<file path="src/rtl/serial_subtractor_if.sv">
// Start/busy/done handshake and operand/result bundle for serial_subtractor.
// Carries ovf only when SERIAL_SUB_OVF_EN is defined.
interface serial_subtractor_if #(
   parameter int WIDTH = 8
);
   logic             start;
   logic [WIDTH-1:0] a;
   logic [WIDTH-1:0] b;
   logic             busy;
   logic             done;
   logic [WIDTH-1:0] diff;
   logic             borrow;
`ifdef SERIAL_SUB_OVF_EN
   logic             ovf;

   modport master (
      output start, a, b,
      input  busy, done, diff, borrow, ovf
   );

   modport slave (
      input  start, a, b,
      output busy, done, diff, borrow, ovf
   );
`else
   modport master (
      output start, a, b,
      input  busy, done, diff, borrow
   );

   modport slave (
      input  start, a, b,
      output busy, done, diff, borrow
   );
`endif
endinterface

</file>
<file path="src/rtl/serial_subtractor.sv">
// Bit-serial A - B, LSB first, one full-subtractor cell and a borrow flop.
// Define SERIAL_SUB_OVF_EN to add the signed-overflow output.
module serial_subtractor #(
   parameter int WIDTH = 8
) (
   input  logic              clk,
   input  logic              rst_n,
   serial_subtractor_if.slave bus
);

   localparam int CW = $clog2(WIDTH);

   localparam logic [1:0] S_IDLE = 2'd0;
   localparam logic [1:0] S_RUN  = 2'd1;
   localparam logic [1:0] S_DONE = 2'd2;

   logic [1:0]       state;
   logic [WIDTH-1:0] a_sr;
   logic [WIDTH-1:0] b_sr;
   logic [WIDTH-2:0] r_sr;
   logic [CW-1:0]    cnt;
   logic             bw;
   logic [WIDTH-1:0] diff_q;
   logic             borrow_q;

   logic             d_bit;
   logic             bw_nxt;
   logic             last;
   logic [WIDTH-1:0] r_cat;

   assign d_bit  = a_sr[0] ^ b_sr[0] ^ bw;
   assign bw_nxt = (~a_sr[0] & b_sr[0])
                 | (~(a_sr[0] ^ b_sr[0]) & bw);
   assign last   = (cnt == CW'(WIDTH - 1));
   // new bit enters at the MSB; at completion this is the whole result
   assign r_cat  = {d_bit, r_sr};

`ifdef SERIAL_SUB_OVF_EN
   logic a_msb;
   logic b_msb;
   logic ovf_q;

   always_ff @(posedge clk or negedge rst_n) begin
      if (!rst_n) begin
         a_msb <= 1'b0;
         b_msb <= 1'b0;
         ovf_q <= 1'b0;
      end else begin
         if (state != S_RUN && bus.start) begin
            a_msb <= bus.a[WIDTH-1];
            b_msb <= bus.b[WIDTH-1];
         end
         if (state == S_RUN && last)
            ovf_q <= (a_msb != b_msb) && (d_bit != a_msb);
      end
   end

   assign bus.ovf = ovf_q;
`endif

   always_ff @(posedge clk or negedge rst_n) begin
      if (!rst_n) begin
         state    <= S_IDLE;
         a_sr     <= '0;
         b_sr     <= '0;
         r_sr     <= '0;
         cnt      <= '0;
         bw       <= 1'b0;
         diff_q   <= '0;
         borrow_q <= 1'b0;
      end else begin
         unique case (state)
            S_IDLE, S_DONE: begin
               if (bus.start) begin
                  a_sr  <= bus.a;
                  b_sr  <= bus.b;
                  r_sr  <= '0;
                  cnt   <= '0;
                  bw    <= 1'b0;
                  state <= S_RUN;
               end else begin
                  state <= S_IDLE;
               end
            end
            S_RUN: begin
               a_sr <= a_sr >> 1;
               b_sr <= b_sr >> 1;
               r_sr <= r_cat[WIDTH-1:1];
               bw   <= bw_nxt;
               cnt  <= cnt + 1'b1;
               if (last) begin
                  diff_q   <= r_cat;
                  borrow_q <= bw_nxt;
                  state    <= S_DONE;
               end
            end
            default: state <= S_IDLE;
         endcase
      end
   end

   assign bus.busy   = (state == S_RUN);
   assign bus.done   = (state == S_DONE);
   assign bus.diff   = diff_q;
   assign bus.borrow = borrow_q;

endmodule

</file>
<file path="src/flat_wrapper.sv">
// flat-port wrapper written by rule: the top's interface ports become plain ports
module serial_subtractor_flat 
#(
   parameter int WIDTH = 8
)
  (clk, rst_n, bus_start, bus_a, bus_b, bus_busy, bus_done, bus_diff, bus_borrow);
  serial_subtractor_if #(.WIDTH(WIDTH)) bus_i ();
  input  logic clk;
  input  logic rst_n;
  input wire logic [$bits(bus_i.start)-1:0] bus_start;
  input wire logic [$bits(bus_i.a)-1:0] bus_a;
  input wire logic [$bits(bus_i.b)-1:0] bus_b;
  output wire logic [$bits(bus_i.busy)-1:0] bus_busy;
  output wire logic [$bits(bus_i.done)-1:0] bus_done;
  output wire logic [$bits(bus_i.diff)-1:0] bus_diff;
  output wire logic [$bits(bus_i.borrow)-1:0] bus_borrow;
  assign bus_i.start = bus_start;
  assign bus_i.a = bus_a;
  assign bus_i.b = bus_b;
  assign bus_busy = bus_i.busy;
  assign bus_done = bus_i.done;
  assign bus_diff = bus_i.diff;
  assign bus_borrow = bus_i.borrow;
  serial_subtractor #(.WIDTH(WIDTH)) u_core (.clk(clk), .rst_n(rst_n), .bus(bus_i));
endmodule
</file>
<file path="config.mk">
export PLATFORM = sky130hd
export DESIGN_NAME = serial_subtractor_flat
export DESIGN_NICKNAME = d
export VERILOG_FILES = /design/src/rtl/serial_subtractor_if.sv /design/src/rtl/serial_subtractor.sv /design/src/flat_wrapper.sv
export SDC_FILE = /design/constraint.sdc
export NUM_CORES = 1
export LEC_CHECK = 0
export CAP_MARGIN = 15
export CORE_UTILIZATION = 60
export CTS_CLUSTER_DIAMETER = 80
export DETAILED_ROUTE_END_ITERATION = 12
export DONT_BUFFER_PORTS = 1
export PLACE_DENSITY = 0.88
export SLEW_MARGIN = 15
export SYNTH_ARGS = -nofsm -noshare
export SYNTH_HDL_FRONTEND = slang
export SYNTH_SLANG_ARGS = --single-unit
</file>
<file path="constraint.sdc">
create_clock -name clk -period 1.8 [get_ports clk]
set_input_delay 0.45 -clock clk [delete_from_list [all_inputs] [get_ports clk]]
set_output_delay 0.45 -clock clk [all_outputs]
set_load 0.01 [all_outputs]
</file>
==> impl_metrics.tcl <==
set metrics [dict create \
    drive_gt1_frac 0.193 \
    cts_setup_buffers 0 \
    antennaDiodeCount 0 \
    start_util 0.626 \
    io_buffers 0 \
    io-pin-count 30 \
    pre_cts_ws_ps 251 \
    period_share 0.965 \
    die_x_um 55.4 \
    path_class "register to output pin" \
    hold_violations 0 \
    synthToLayoutAreaGrowth_pct 5.78 \
    post_drt_wl_per_cell_um 17.2 \
    vias 1115 \
    async_reset_ff_frac 1.00 \
    synth.area.top_cells "dfrtp_1 (56%), mux2_4 (6.1%), a22o_1 (6.1%), mux2i_1 (4.1%), nor2b_1 (3.3%)" \
    crit_fanout 8 \
    p_comb_frac 0.374 \
    seq_area_um2 953 \
    fin_ws_ps 63.6 \
    drt-initial-drc-count 19 \
    rows 19 \
    cts_sinks 38 \
    htreeDepth 2 \
    holdCritPathClass "primary input to register" \
    powerDensity_mw_per_mm2 1780 \
    p_leak_uw 0.000810 \
    first_pass_iters 4 \
    reg2reg_depth 5 \
    synth_enable_flop_cells 0 \
    place_congestion 0.742 \
    cellInternalPower_uw 2040 \
    gr-usage-all-layers 0.220 \
    grt_pass1_vias 1143 \
    drc 0 \
    ys_seq_area_frac 0.556 \
    clock_latency_ps 330 \
    finClkSkew_ps 9.85 \
    cts_buffers 5 \
    grt_overflow 0 \
    avgSynthCellArea_um2 12.2 \
    hpwl_um 2060 \
    pwr-share-clk 0.126 \
    slew_headroom 0.775 \
    finalCriticalPeriod_ps 1740 \
    postRouteAntennaNets 0 \
    start_kind "register" \
    arrival_ps 1290 \
    cts_tree "built" \
    synth_most_common_cell "dfrtp_1" \
    pwr-share-seq 0.500 \
    timing.fmax_mhz 576 \
    n_fill_cell 198 \
    drv_cap 0 \
    final_core_util 0.662 \
    multi_input_area_um2 687 \
    report.final.slew_viol_count 0 \
    synth_area_mm2 0.00171 \
    routed_wl_um 3020 \
    cp.required_ps 1350 \
    p_total_uw 3220 \
    antenna_found_initial 0 \
    grt_max_degree 39 \
    dieArea_mm2 0.00307 \
    ys_ff_latch 38 \
    end_kind "output pin" \
    finalSetupViolCount 0 \
    yosysTopAreaCell "dfrtp_1" \
    synth_nets 162 \
    synth_cells 140 \
    grt_pass1_wl_um 5220 \
    die_y_um 55.4 \
    netlist.area_leader.share 0.556 \
    synth-warning-count 0 \
    status "finished, final reports clean" \
    nNetsFinal 167 \
    path_clk_slew_ps 110 \
    ff2ff_setup_slack_ps 240 \
    synthFlopType "dfrtp_1" \
    setup_tns_ps 0 \
    clock_path_buffers 2 \
    swShare 0.367 \
    viasPerCell 6.34 \
    yosysUniqueCellTypes 24 \
    rsz0062_at_grt "false" \
    ys_top_cells_by_count "dfrtp_1 (38), a22o_1 (12), nor2b_1 (9)" \
    ir_worst_vdd_mv 1.13 \
    p_switching_uw 1180 \
    coreArea_mm2 0.00273 \
    cts.root.buffer_cell "clkbuf_4" \
    tightest_slew_ps 337 \
    worstHoldPathCells 1 \
]
-- what timing repair did --
item                                    4_1_cts  5_1_grt
hold buffers                                  2        0
endpoints found under the setup margin        2        1
endpoints found under the hold margin        38        0
resized for setup                             2        1
-- stage by stage --
stage | hold WS (ps) | area (um2) | std cells
6_report | 253 | 1810 | 176
3_5_place_dp | 155 | 1730 | 167
2_1_floorplan | 154 | 1710 | 140
3_3_place_gp | 155 | 1730 | 167
5_1_grt | 232 | 1810 | 176
4_1_cts | 245 | 1810 | 176
-- power groups by stage --
stage | sequential [uW] | combinational, uW | clock, uW
finish | 1610 | 1200 | 406
global route | 1670 | 1350 | 443
CTS | 1610 | 1220 | 407
detailed placement | 1630 | 1190 | 0
global placement | 1600 | 1110 | 0
floorplan | 1510 | 1040 | 0
-- cells by family (layout without fill, tap and decap cells) --
group | after synthesis | after routing | share of synthesized area
AO/OA/AOI/OAI | 37 | 37 | 0.150
flip-flops | 38 | 38 | 0.556
multiplexers | 18 | 18 | 0.129
AND/OR/NAND/NOR | 31 | 31 | 0.0965
adder cells (fa/ha/maj) | 3 | 3 | 0.0263
buffers and inverters | 13 | 18 | 0.0431
-- state kept, by name, indices dropped and copies added, names as in the netlist --
register	count
u_core.a_sr	8
u_core.b_sr	8
u_core.bus.diff	8
u_core.r_sr	7
u_core.cnt	3
u_core.state	2
u_core.bus.borrow	1
u_core.bw	1
-- path summary, 6_finish.rpt --
kind                            startpoint                 end
hold / removal                    bus_b[7]      u_core.b_sr[7]
min in group asynchronous            rst_n  u_core.bus.diff[4]
setup reg to reg             u_core.cnt[1]  u_core.bus.diff[7]
max in group asynchronous            rst_n     u_core.state[1]
setup / recovery           u_core.state[1]            bus_done
hold reg to reg              u_core.cnt[0]       u_core.cnt[0]
-- cells in the final DEF (no fill, tap or decap) --
cell,n
fa_1,1
nand3b_1,1
ha_1,2
nor2_4,1
nor2b_1,9
buf_4,5
a21oi_1,7
nor2_1,8
inv_1,3
dfrtp_2,2
a211oi_1,7
mux2i_1,7
clkbuf_4,5
a22o_1,12
clkinv_2,3
o21ai_0,4
nand3_1,1
dfrtp_1,36
nand2b_1,2
buf_12,1
mux2_2,4
mux2_4,7
nor3_1,7
o22ai_1,7
nand2_1,2
dlygate4sd3_1,1
-- area by class of cell --
class | instances | share of cell area
clock buffer | 5 | 0.0207
sequential | 38 | 0.527
multi-input combinational | 89 | 0.379
timing repair buffer | 7 | 0.0373
inverter | 4 | 0.00898
clock inverter | 2 | 0.00553
tap | 31 | 0.0214
-- worst max-delay path: stages (launching register included) --
cell and delay (ps):
dfrtp_2 490, buf_4 210, nor2b_1 260
-- layer usage --
layer / share of wire / wire (um) / up-vias / track usage
met1: 0.45 / 1350 / 554 / 0.278
li1: - / - / 523 / -
met5: 0 / 0 / - / 0
met4: 0.0063 / 19 / 0 / 0.0679
met2: 0.50 / 1510 / 34 / 0.377
met3: 0.046 / 138 / 4 / 0.0492
No activity file was read; power rests on OpenSTA's default activity.
